## src/rtl/ycbcr_pkg.sv

```systemverilog
// Shared constants, FSM state type and pixel rounding/clamping helpers for the 4:2:2 packer.
package ycbcr_pkg;

  localparam int Y0_MSB = 31;
  localparam int CB_MSB = 23;
  localparam int Y1_MSB = 15;
  localparam int CR_MSB = 7;

  localparam logic [15:0] ROUND_HALF  = 16'h0080;
  localparam logic [7:0]  BT601_Y_MIN = 8'd16;
  localparam logic [7:0]  BT601_Y_MAX = 8'd235;
  localparam logic [7:0]  BT601_C_MIN = 8'd16;
  localparam logic [7:0]  BT601_C_MAX = 8'd240;

  typedef enum logic {
    EVEN = 1'b0,
    ODD  = 1'b1
  } state_t;

  // Q8.8 to 8 bits, round half up; a carry into bit 16 means the result exceeds 255.
  function automatic logic [7:0] round_sat(input logic [15:0] v);
    logic [16:0] s;
    s = {1'b0, v} + {1'b0, ROUND_HALF};
    if (s[16]) begin
      return 8'hFF;
    end else begin
      return s[15:8];
    end
  endfunction

  function automatic logic [7:0] clamp_y(input logic [7:0] v);
    if (v < BT601_Y_MIN) begin
      return BT601_Y_MIN;
    end else if (v > BT601_Y_MAX) begin
      return BT601_Y_MAX;
    end else begin
      return v;
    end
  endfunction

  function automatic logic [7:0] clamp_c(input logic [7:0] v);
    if (v < BT601_C_MIN) begin
      return BT601_C_MIN;
    end else if (v > BT601_C_MAX) begin
      return BT601_C_MAX;
    end else begin
      return v;
    end
  endfunction

endpackage

```

## src/rtl/sync_fifo_fwft.sv

```systemverilog
// First-word-fall-through synchronous FIFO; a push into a full FIFO is ignored unless a pop
// happens in the same cycle.
module sync_fifo_fwft #(
  parameter int WIDTH = 33,
  parameter int DEPTH = 4
) (
  input  logic               clk,
  input  logic               reset,
  input  logic               push,
  input  logic [WIDTH-1:0]   din,
  input  logic               pop,
  output logic [WIDTH-1:0]   dout,
  output logic               full,
  output logic               empty,
  output logic [$clog2(DEPTH):0] count
);

  localparam int AW = $clog2(DEPTH);
  localparam logic [AW:0] DEPTH_C = DEPTH[AW:0];

  logic [WIDTH-1:0] mem_r [DEPTH];
  logic [AW-1:0]    wr_ptr_r;
  logic [AW-1:0]    rd_ptr_r;
  logic [AW:0]      count_r;
  logic             do_push_s;
  logic             do_pop_s;

  assign do_pop_s  = pop && (count_r != {(AW+1){1'b0}});
  assign do_push_s = push && ((count_r != DEPTH_C) || do_pop_s);

  always_ff @(posedge clk) begin
    if (!reset) begin
      wr_ptr_r <= {AW{1'b0}};
      rd_ptr_r <= {AW{1'b0}};
      count_r  <= {(AW+1){1'b0}};
      for (int i = 0; i < DEPTH; i++) begin
        mem_r[i] <= {WIDTH{1'b0}};
      end
    end else begin
      if (do_push_s) begin
        mem_r[wr_ptr_r] <= din;
        wr_ptr_r        <= wr_ptr_r + {{(AW-1){1'b0}}, 1'b1};
      end
      if (do_pop_s) begin
        rd_ptr_r <= rd_ptr_r + {{(AW-1){1'b0}}, 1'b1};
      end
      case ({do_push_s, do_pop_s})
        2'b10:   count_r <= count_r + {{AW{1'b0}}, 1'b1};
        2'b01:   count_r <= count_r - {{AW{1'b0}}, 1'b1};
        default: count_r <= count_r;
      endcase
    end
  end

  assign dout  = mem_r[rd_ptr_r];
  assign full  = (count_r == DEPTH_C);
  assign empty = (count_r == {(AW+1){1'b0}});
  assign count = count_r;

endmodule

```

## src/rtl/ycbcr422_packer.sv

```systemverilog
// Rounds Q8.8 Y/Cb/Cr to 8 bits, averages chroma over pixel pairs and queues packed 4:2:2 words.
// Define YCC_BT601_CLAMP_EN to clamp to BT.601 studio range (Y 16..235, C 16..240).
module ycbcr422_packer
  import ycbcr_pkg::*;
#(
  parameter int LINE_W     = 640,
  parameter int FIFO_DEPTH = 4
) (
  input  logic        clk,
  input  logic        reset,
  input  logic        in_valid,
  input  logic [15:0] in_y,
  input  logic [15:0] in_cb,
  input  logic [15:0] in_cr,
  output logic        out_valid,
  input  logic        out_ready,
  output logic [31:0] out_data,
  output logic        out_eol,
  output logic        overflow
);

  localparam int CW = $clog2(LINE_W);
  localparam int AW = $clog2(FIFO_DEPTH);
  localparam logic [CW-1:0] LAST_COL = CW'(LINE_W - 1);

  state_t        state_r, state_s;
  logic [7:0]    y_s, cb_s, cr_s;
  logic [7:0]    y0_r, cb0_r, cr0_r;
  logic [8:0]    cb_sum_s, cr_sum_s;
  logic [31:0]   word_s;
  logic [CW-1:0] col_r;
  logic          eol_s, push_s, pop_s, overflow_r;
  logic [32:0]   fifo_dout_s;
  logic          fifo_full_s, fifo_empty_s;
  logic [AW:0]   fifo_count_s;

`ifdef YCC_BT601_CLAMP_EN
  assign y_s  = clamp_y(round_sat(in_y));
  assign cb_s = clamp_c(round_sat(in_cb));
  assign cr_s = clamp_c(round_sat(in_cr));
`else
  assign y_s  = round_sat(in_y);
  assign cb_s = round_sat(in_cb);
  assign cr_s = round_sat(in_cr);
`endif

  assign eol_s = (col_r == LAST_COL);
  assign pop_s = out_ready && !fifo_empty_s;

  always_comb begin
    state_s  = state_r;
    push_s   = 1'b0;
    cb_sum_s = {1'b0, cb0_r} + {1'b0, cb_s} + 9'd1;
    cr_sum_s = {1'b0, cr0_r} + {1'b0, cr_s} + 9'd1;
    word_s   = 32'd0;
    word_s[Y0_MSB -: 8] = y0_r;
    word_s[CB_MSB -: 8] = cb_sum_s[8:1];
    word_s[Y1_MSB -: 8] = y_s;
    word_s[CR_MSB -: 8] = cr_sum_s[8:1];
    if (in_valid) begin
      case (state_r)
        EVEN: state_s = ODD;
        ODD: begin
          state_s = EVEN;
          push_s  = 1'b1;
        end
        default: state_s = EVEN;
      endcase
    end else begin
      state_s = state_r;
    end
  end

  // The FSM and column keep advancing on a drop so line alignment is never lost.
  always_ff @(posedge clk) begin
    if (!reset) begin
      state_r    <= EVEN;
      y0_r       <= 8'd0;
      cb0_r      <= 8'd0;
      cr0_r      <= 8'd0;
      col_r      <= {CW{1'b0}};
      overflow_r <= 1'b0;
    end else begin
      state_r <= state_s;
      if (in_valid && (state_r == EVEN)) begin
        y0_r  <= y_s;
        cb0_r <= cb_s;
        cr0_r <= cr_s;
      end
      if (in_valid) begin
        col_r <= eol_s ? {CW{1'b0}} : col_r + CW'(1);
      end
      if (push_s && fifo_full_s && !pop_s) begin
        overflow_r <= 1'b1;
      end
    end
  end

  sync_fifo_fwft #(
    .WIDTH(33),
    .DEPTH(FIFO_DEPTH)
  ) u_fifo (
    .clk   (clk),
    .reset (reset),
    .push  (push_s),
    .din   ({word_s, eol_s}),
    .pop   (pop_s),
    .dout  (fifo_dout_s),
    .full  (fifo_full_s),
    .empty (fifo_empty_s),
    .count (fifo_count_s)
  );

  assign out_valid = (fifo_count_s != {(AW+1){1'b0}});
  assign out_data  = fifo_dout_s[32:1];
  assign out_eol   = fifo_dout_s[0];
  assign overflow  = overflow_r;

endmodule

```

## config.mk

```make
export PLATFORM = sky130hd
export DESIGN_NAME = ycbcr422_packer
export DESIGN_NICKNAME = d
export VERILOG_FILES = /design/src/rtl/ycbcr_pkg.sv /design/src/rtl/sync_fifo_fwft.sv /design/src/rtl/ycbcr422_packer.sv
export SDC_FILE = /design/constraint.sdc
export NUM_CORES = 1
export LEC_CHECK = 0
export BUFFER_PORTS_ARGS = -buffer_cell sky130_fd_sc_hd__buf_2
export CAP_MARGIN = 20
export CORE_UTILIZATION = 54
export DETAILED_ROUTE_END_ITERATION = 6
export PLACE_DENSITY = 0.87
export SYNTH_ARGS = -nofsm -noshare
export SYNTH_HDL_FRONTEND = slang
export SYNTH_HIERARCHICAL = 1
export SYNTH_SLANG_ARGS = --single-unit
```

## constraint.sdc

```tcl
create_clock -name clk -period 4.2 [get_ports clk]
set_input_delay 0.84 -clock clk [delete_from_list [all_inputs] [get_ports clk]]
set_output_delay 0.84 -clock clk [all_outputs]
set_load 0.05 [all_outputs]
```

# After elaboration in Yosys (flattened, before gate mapping)
# Memory sizes are Yosys's and may differ from the RTL's. A register that Yosys moved wholly into a read port is not among the register bits.
# Index checks and enable logic that the tools add are counted.
# classes
add_sub_neg	12
muxes	17
eq_ne	5
n_bitwise	1
reduce_logical	13
# op_table
cell	count
$add 16x8->17 const B	3
$mux 33	1
$reduce_or 33->1	1
$mux 8	3
$add 8x8->9	2
$add 9x1->9 const B	2
$add 10x1->10 const B	1
$eq 10x10->1 const B	1
$mux 10	1
$mux 1	7
$logic_and 1x1->1	6
$mux 2	3
$pmux 3 s2	1
$add 2x1->2 const B	2
$add 3x1->3 const B	1
$eq 3x3->1 const B	1
$logic_not 3->1	1
$ne 3x3->1 const B	1
$reduce_bool 3->1	1
$sub 3x1->3 const B	1
$eq 2x1->1 const B	1
$eq 2x2->1 const B	1
$logic_not 1->1	2
$pmux 1 s2	1
other kinds (3)	3
# word_totals
register_bits	43
ramBits	132
memories	1
elab_cells	58
inputBits	52
out_inout_bits	35
# memory_table
name	words	width	rd	rd_clocked_by_memory_dff	wr	line	text
u_fifo.mem_r	4	33	1	1	4	sync_fifo_fwft.sv:21	logic [WIDTH-1:0] mem_r [DEPTH];

# Longest topological paths before layout
# depth
word_depth	11
ltp_mapped	12
depth_no_buf	12

# Modules after synthesis
# The synthesis kept the hierarchy.
# modules_own_cells
mod	n_inst	area_per_inst_um2	cells_per_inst
sync_fifo_fwft	1	6204.7	377
ycbcr422_packer	1	2571.2	309

# Worst setup path after synthesis
# Ideal clock, no wire load.
# synth_path
path_kind	in2reg
from	input port out_ready
to	memory u_fifo.mem_r[1][0], enable pin
arrival_time_ns	3.835
setup_slack_ns	-0.104
cell_stages	4
cell_sequence	nor2b_1 > or4b_4 > nand3_1 > o21ai_0
# synth_rtl
element	line	text
start: declaration	ycbcr422_packer.sv:16	input logic out_ready,
end: declaration	sync_fifo_fwft.sv:21	

==> out/summary.log <==
qor: worst_setup_path.critPathRequiredTime 4.50 ns
qor: detailed_routing.routed_wl 17300 um
qor: logic_synthesis.netlist_top_cells_area sky130_fd_sc_hd__edfxtp_1 45%, sky130_fd_sc_hd__dfxtp_1 10%, sky130_fd_sc_hd__and2_1 8.7%, sky130_fd_sc_hd__mux4_2 8.5%, sky130_fd_sc_hd__ha_1 2.6%
qor: placed_design.finalWeightedCongestion 0.786
qor: logic_synthesis.synth_area 8780 um^2
qor: worst_setup_path.r2r-start u_fifo/count[0]
qor: logic_synthesis.avgSynthCellArea 12.8 um^2
qor: floorplanning.die-area 16800 um^2
qor: worst_setup_path.critical_path.startpoint in_cr[9]
qor: logic_synthesis.synth.cells.most_frequent 132 x sky130_fd_sc_hd__edfxtp_1, 122 x sky130_fd_sc_hd__and2_1, 45 x sky130_fd_sc_hd__dfxtp_1
qor: clock_tree.worst_setup_hold_path_clk_slew 0.06 ns
qor: detailed_routing.first_iter_violations 429
qor: clock_tree.max_buffers_root_to_sink 2
qor: global_routing.grt_util_all_layers 0.219
qor: placed_design.post-place-cells 945
qor: sta.max_freq 312 MHz
qor: global_routing.global_route.usage.met3 0.0442
qor: detailed_routing.detail_route.drc_violations 0
qor: clock_tree.worstSkewPairLatency 0.43 ns
qor: sta.finalHoldViolCount 0
qor: sta.period_needed 3.20 ns
qor: layout.layout.cell_area.non_filler 9930 um^2
qor: floorplanning.floorplan.die.height 129 um
qor: sta.setup_repair_after_global_routing_missed_its_margin no
qor: logic_synthesis.netlist_instances 686
qor: sta.slew-limit-headroom 0.589
qor: min_path.worst_hold_path_type reg2reg
qor: detailed_routing.viasPerCell 5.61
qor: clock_tree.cts_tree done
qor: worst_setup_path.setup.worst_path.end_class flip-flop
qor: sta.min_period_over_period 0.763
qor: placed_design.place_hpwl 10900 um
qor: detailed_routing.route.vias.total 5485
qor: placed_design.port_buffers 65
qor: global_routing.grt_pass1_vias 5329
qor: global_routing.globalRouteOverflowTotal 0
qor: logic_synthesis.fraction_of_post_synthesis_cell_area_in_the_top_cell_type_by_area 0.452
qor: worst_setup_path.timing.critical_path.fanout_max 8
qor: layout.final_core_util 0.625
qor: detailed_routing.route.antenna.remaining_nets 0
qor: floorplanning.start_util 0.552
qor: clock_tree.root_buffer sky130_fd_sc_hd__clkbuf_16
qor: logic_synthesis.async_reset_ff_frac 0
qor: global_routing.grtUsageMet2 0.358
qor: detailed_routing.avgRoutedWirePerCell 17.7 um
qor: logic_synthesis.number_of_synthesized_register_bits 177
qor: layout.finish.cell_count_without_fillers 978
qor: worst_setup_path.worstPathArrival 3.50 ns
qor: clock_tree.clock_tree.htree_level_count 4
qor: sta.worst-slew-pin-transition 0.616 ns
qor: sta.finalSetupViolCount 0
qor: power.power.density_cell_area 404 nW/um^2
qor: global_routing.grt.met1_usage 0.280
qor: layout.fill_cells 1208
qor: run.maxCapViolations 0
qor: logic_synthesis.syn_nets 759
qor: layout.drive_above_1_share 0.244
qor: logic_synthesis.synth_area_leader_cell sky130_fd_sc_hd__edfxtp_1
qor: worst_setup_path.timing_worst_setup_path_type in2reg
qor: logic_synthesis.synth_flop_cell sky130_fd_sc_hd__edfxtp_1
qor: clock_tree.cts-buffers-inserted 17
qor: detailed_routing.firstDrtPassIters 5
qor: global_routing.grt.busiest_layer met2
qor: floorplanning.die_width 129 um
qor: placed_design.dp_slack 0.611 ns
qor: logic_synthesis.yosysWarnings 6
qor: layout.layout-area-overhead-vs-synth 13.2%
qor: global_routing.grt_start_max_net_pins 39
qor: global_routing.number_of_antenna_violations_at_the_first_check_in_global_routing 1
qor: placed_design.placed_cell_area 9340 um^2
qor: logic_synthesis.post-synth-top-count-cell sky130_fd_sc_hd__edfxtp_1
qor: clock_tree.cts.hold.buffers_added 0
qor: worst_setup_path.crit_path_start_kind input port
qor: floorplanning.design.portCount 87
qor: global_routing.grt_pass1_wl 27200 um
qor: floorplanning.coreArea 15900 um^2
qor: sta.timing_max_transition_violations_final 0
qor: clock_tree.cts_setup_buffers 0
qor: floorplanning.std_cell_rows 46
qor: logic_synthesis.edff_count_synth 132
qor: status.result_of_the_run completed
qor: logic_synthesis.yosysSeqAreaShare 0.554
qor: power.power.total 0.00401 W
qor: clock_tree.tritoncts_num_sinks 177
qor: logic_synthesis.synthDistinctLibCells 45
qor: min_path.hold_path_startpoint overflow
qor: power.ir_worst_vdd 360 uV
qor: power.leakage 3.96 nW
qor: clock_tree.post_cts_resize_count 0
qor: sta.fin_ws 0.996 ns
qor: sta.timing.clock.skew 0.00867 ns
qor: layout.fin_nets 821
cells by family (layout without fill, tap and decap cells):
group	after synthesis	after routing	share of synthesized area
other cells	0	1	0
xor+xnor	38	38	0.0379
simple gates	290	290	0.193
mux	40	40	0.0930
buf+inv	48	123	0.0245
fa+ha+maj	21	21	0.0325
compound gates	72	72	0.0650
flops	177	177	0.554
state kept, by name, summed over array words and instances, names as in the netlist, named ones only:
register and flops:
cb0_r 8, u_fifo/mem_r 132, state_r 1, overflow 1
col_r 10, cr0_r 8, u_fifo/wr_ptr_r 2, y0_r 8
u_fifo/rd_ptr_r 2, u_fifo/count 3
power breakdown:
| group | total (W) | switching [W] | leakage (nW) | internal, W |
|---|---|---|---|---|
| logic | 0.000466 | 0.000305 | 1.94 | 0.000161 |
| clock network | 0.00156 | 0.000646 | 0.290 | 0.000910 |
| registers | 0.00199 | 0.0000352 | 1.73 | 0.00195 |
area by class of cell:
type / instances / area [um^2] / share of cell area
diodes: 1 / 2.50 / 0.000252
multi-input cells: 461 / 3740 / 0.376
clock buffers: 20 / 457 / 0.0460
flip-flops and latches: 177 / 4870 / 0.490
repair buffers: 77 / 415 / 0.0418
inverters: 14 / 52.6 / 0.00529
clock inverters: 12 / 130 / 0.0131
well taps: 216 / 270 / 0.0272
per-layer routing:
metal  vias to the layer above  share of wire
met4                         0          0.025
met5                         -              0
li1                       2600              -
met2                       191           0.48
met3                        36          0.057
met1                      2658           0.43
worst paths after layout:
check                                           end  slack [ns]  depth (start not counted)
worst max-delay path             u_fifo/mem_r[1][6]         1.0                         13
worst min-delay path                       overflow        0.46                          1
worst max register to register  u_fifo/mem_r[0][14]        1.60                          8
worst min register to register             overflow        0.46                          1
through the flow:
stage | setup TNS, ns | hold WS, ns
global placement | 0 | 0.441
finish | 0 | 0.458
global route | 0 | 0.490
detailed placement | 0 | 0.449
CTS | 0 | 0.465
floorplan | -6.87 | 0.448
cell usage in the layout (no fill, tap or decap), types with 11 or more instances in the layout:
cell / n
sky130_fd_sc_hd__a21oi_1: 12
sky130_fd_sc_hd__and2_1: 122
sky130_fd_sc_hd__and2_4: 23
sky130_fd_sc_hd__and3_1: 13
sky130_fd_sc_hd__buf_2: 65
sky130_fd_sc_hd__buf_4: 12
sky130_fd_sc_hd__clkbuf_16: 17
sky130_fd_sc_hd__dfxtp_1: 44
sky130_fd_sc_hd__edfxtp_1: 132
sky130_fd_sc_hd__ha_1: 18
sky130_fd_sc_hd__inv_1: 14
sky130_fd_sc_hd__mux4_2: 33
sky130_fd_sc_hd__nand2_1: 43
sky130_fd_sc_hd__nand3_1: 25
sky130_fd_sc_hd__nor2_1: 26
sky130_fd_sc_hd__o211a_1: 11
sky130_fd_sc_hd__xnor2_1: 20
sky130_fd_sc_hd__xor2_1: 18
critical path, stage by stage:
cell and delay, ns:
sky130_fd_sc_hd__buf_2 0.12, sky130_fd_sc_hd__and3_1 0.28, sky130_fd_sc_hd__and2_1 0.21, sky130_fd_sc_hd__nand2_1 0.19, sky130_fd_sc_hd__nand2_1 0.17, sky130_fd_sc_hd__inv_1 0.07, sky130_fd_sc_hd__fa_1 0.42, sky130_fd_sc_hd__nor2b_1 0.13
sky130_fd_sc_hd__o21ai_0 0.14, sky130_fd_sc_hd__a21oi_1 0.23, sky130_fd_sc_hd__a211oi_1 0.08, sky130_fd_sc_hd__xnor2_1 0.40, sky130_fd_sc_hd__and2_4 0.22
Power figures use the tool's default switching activity.
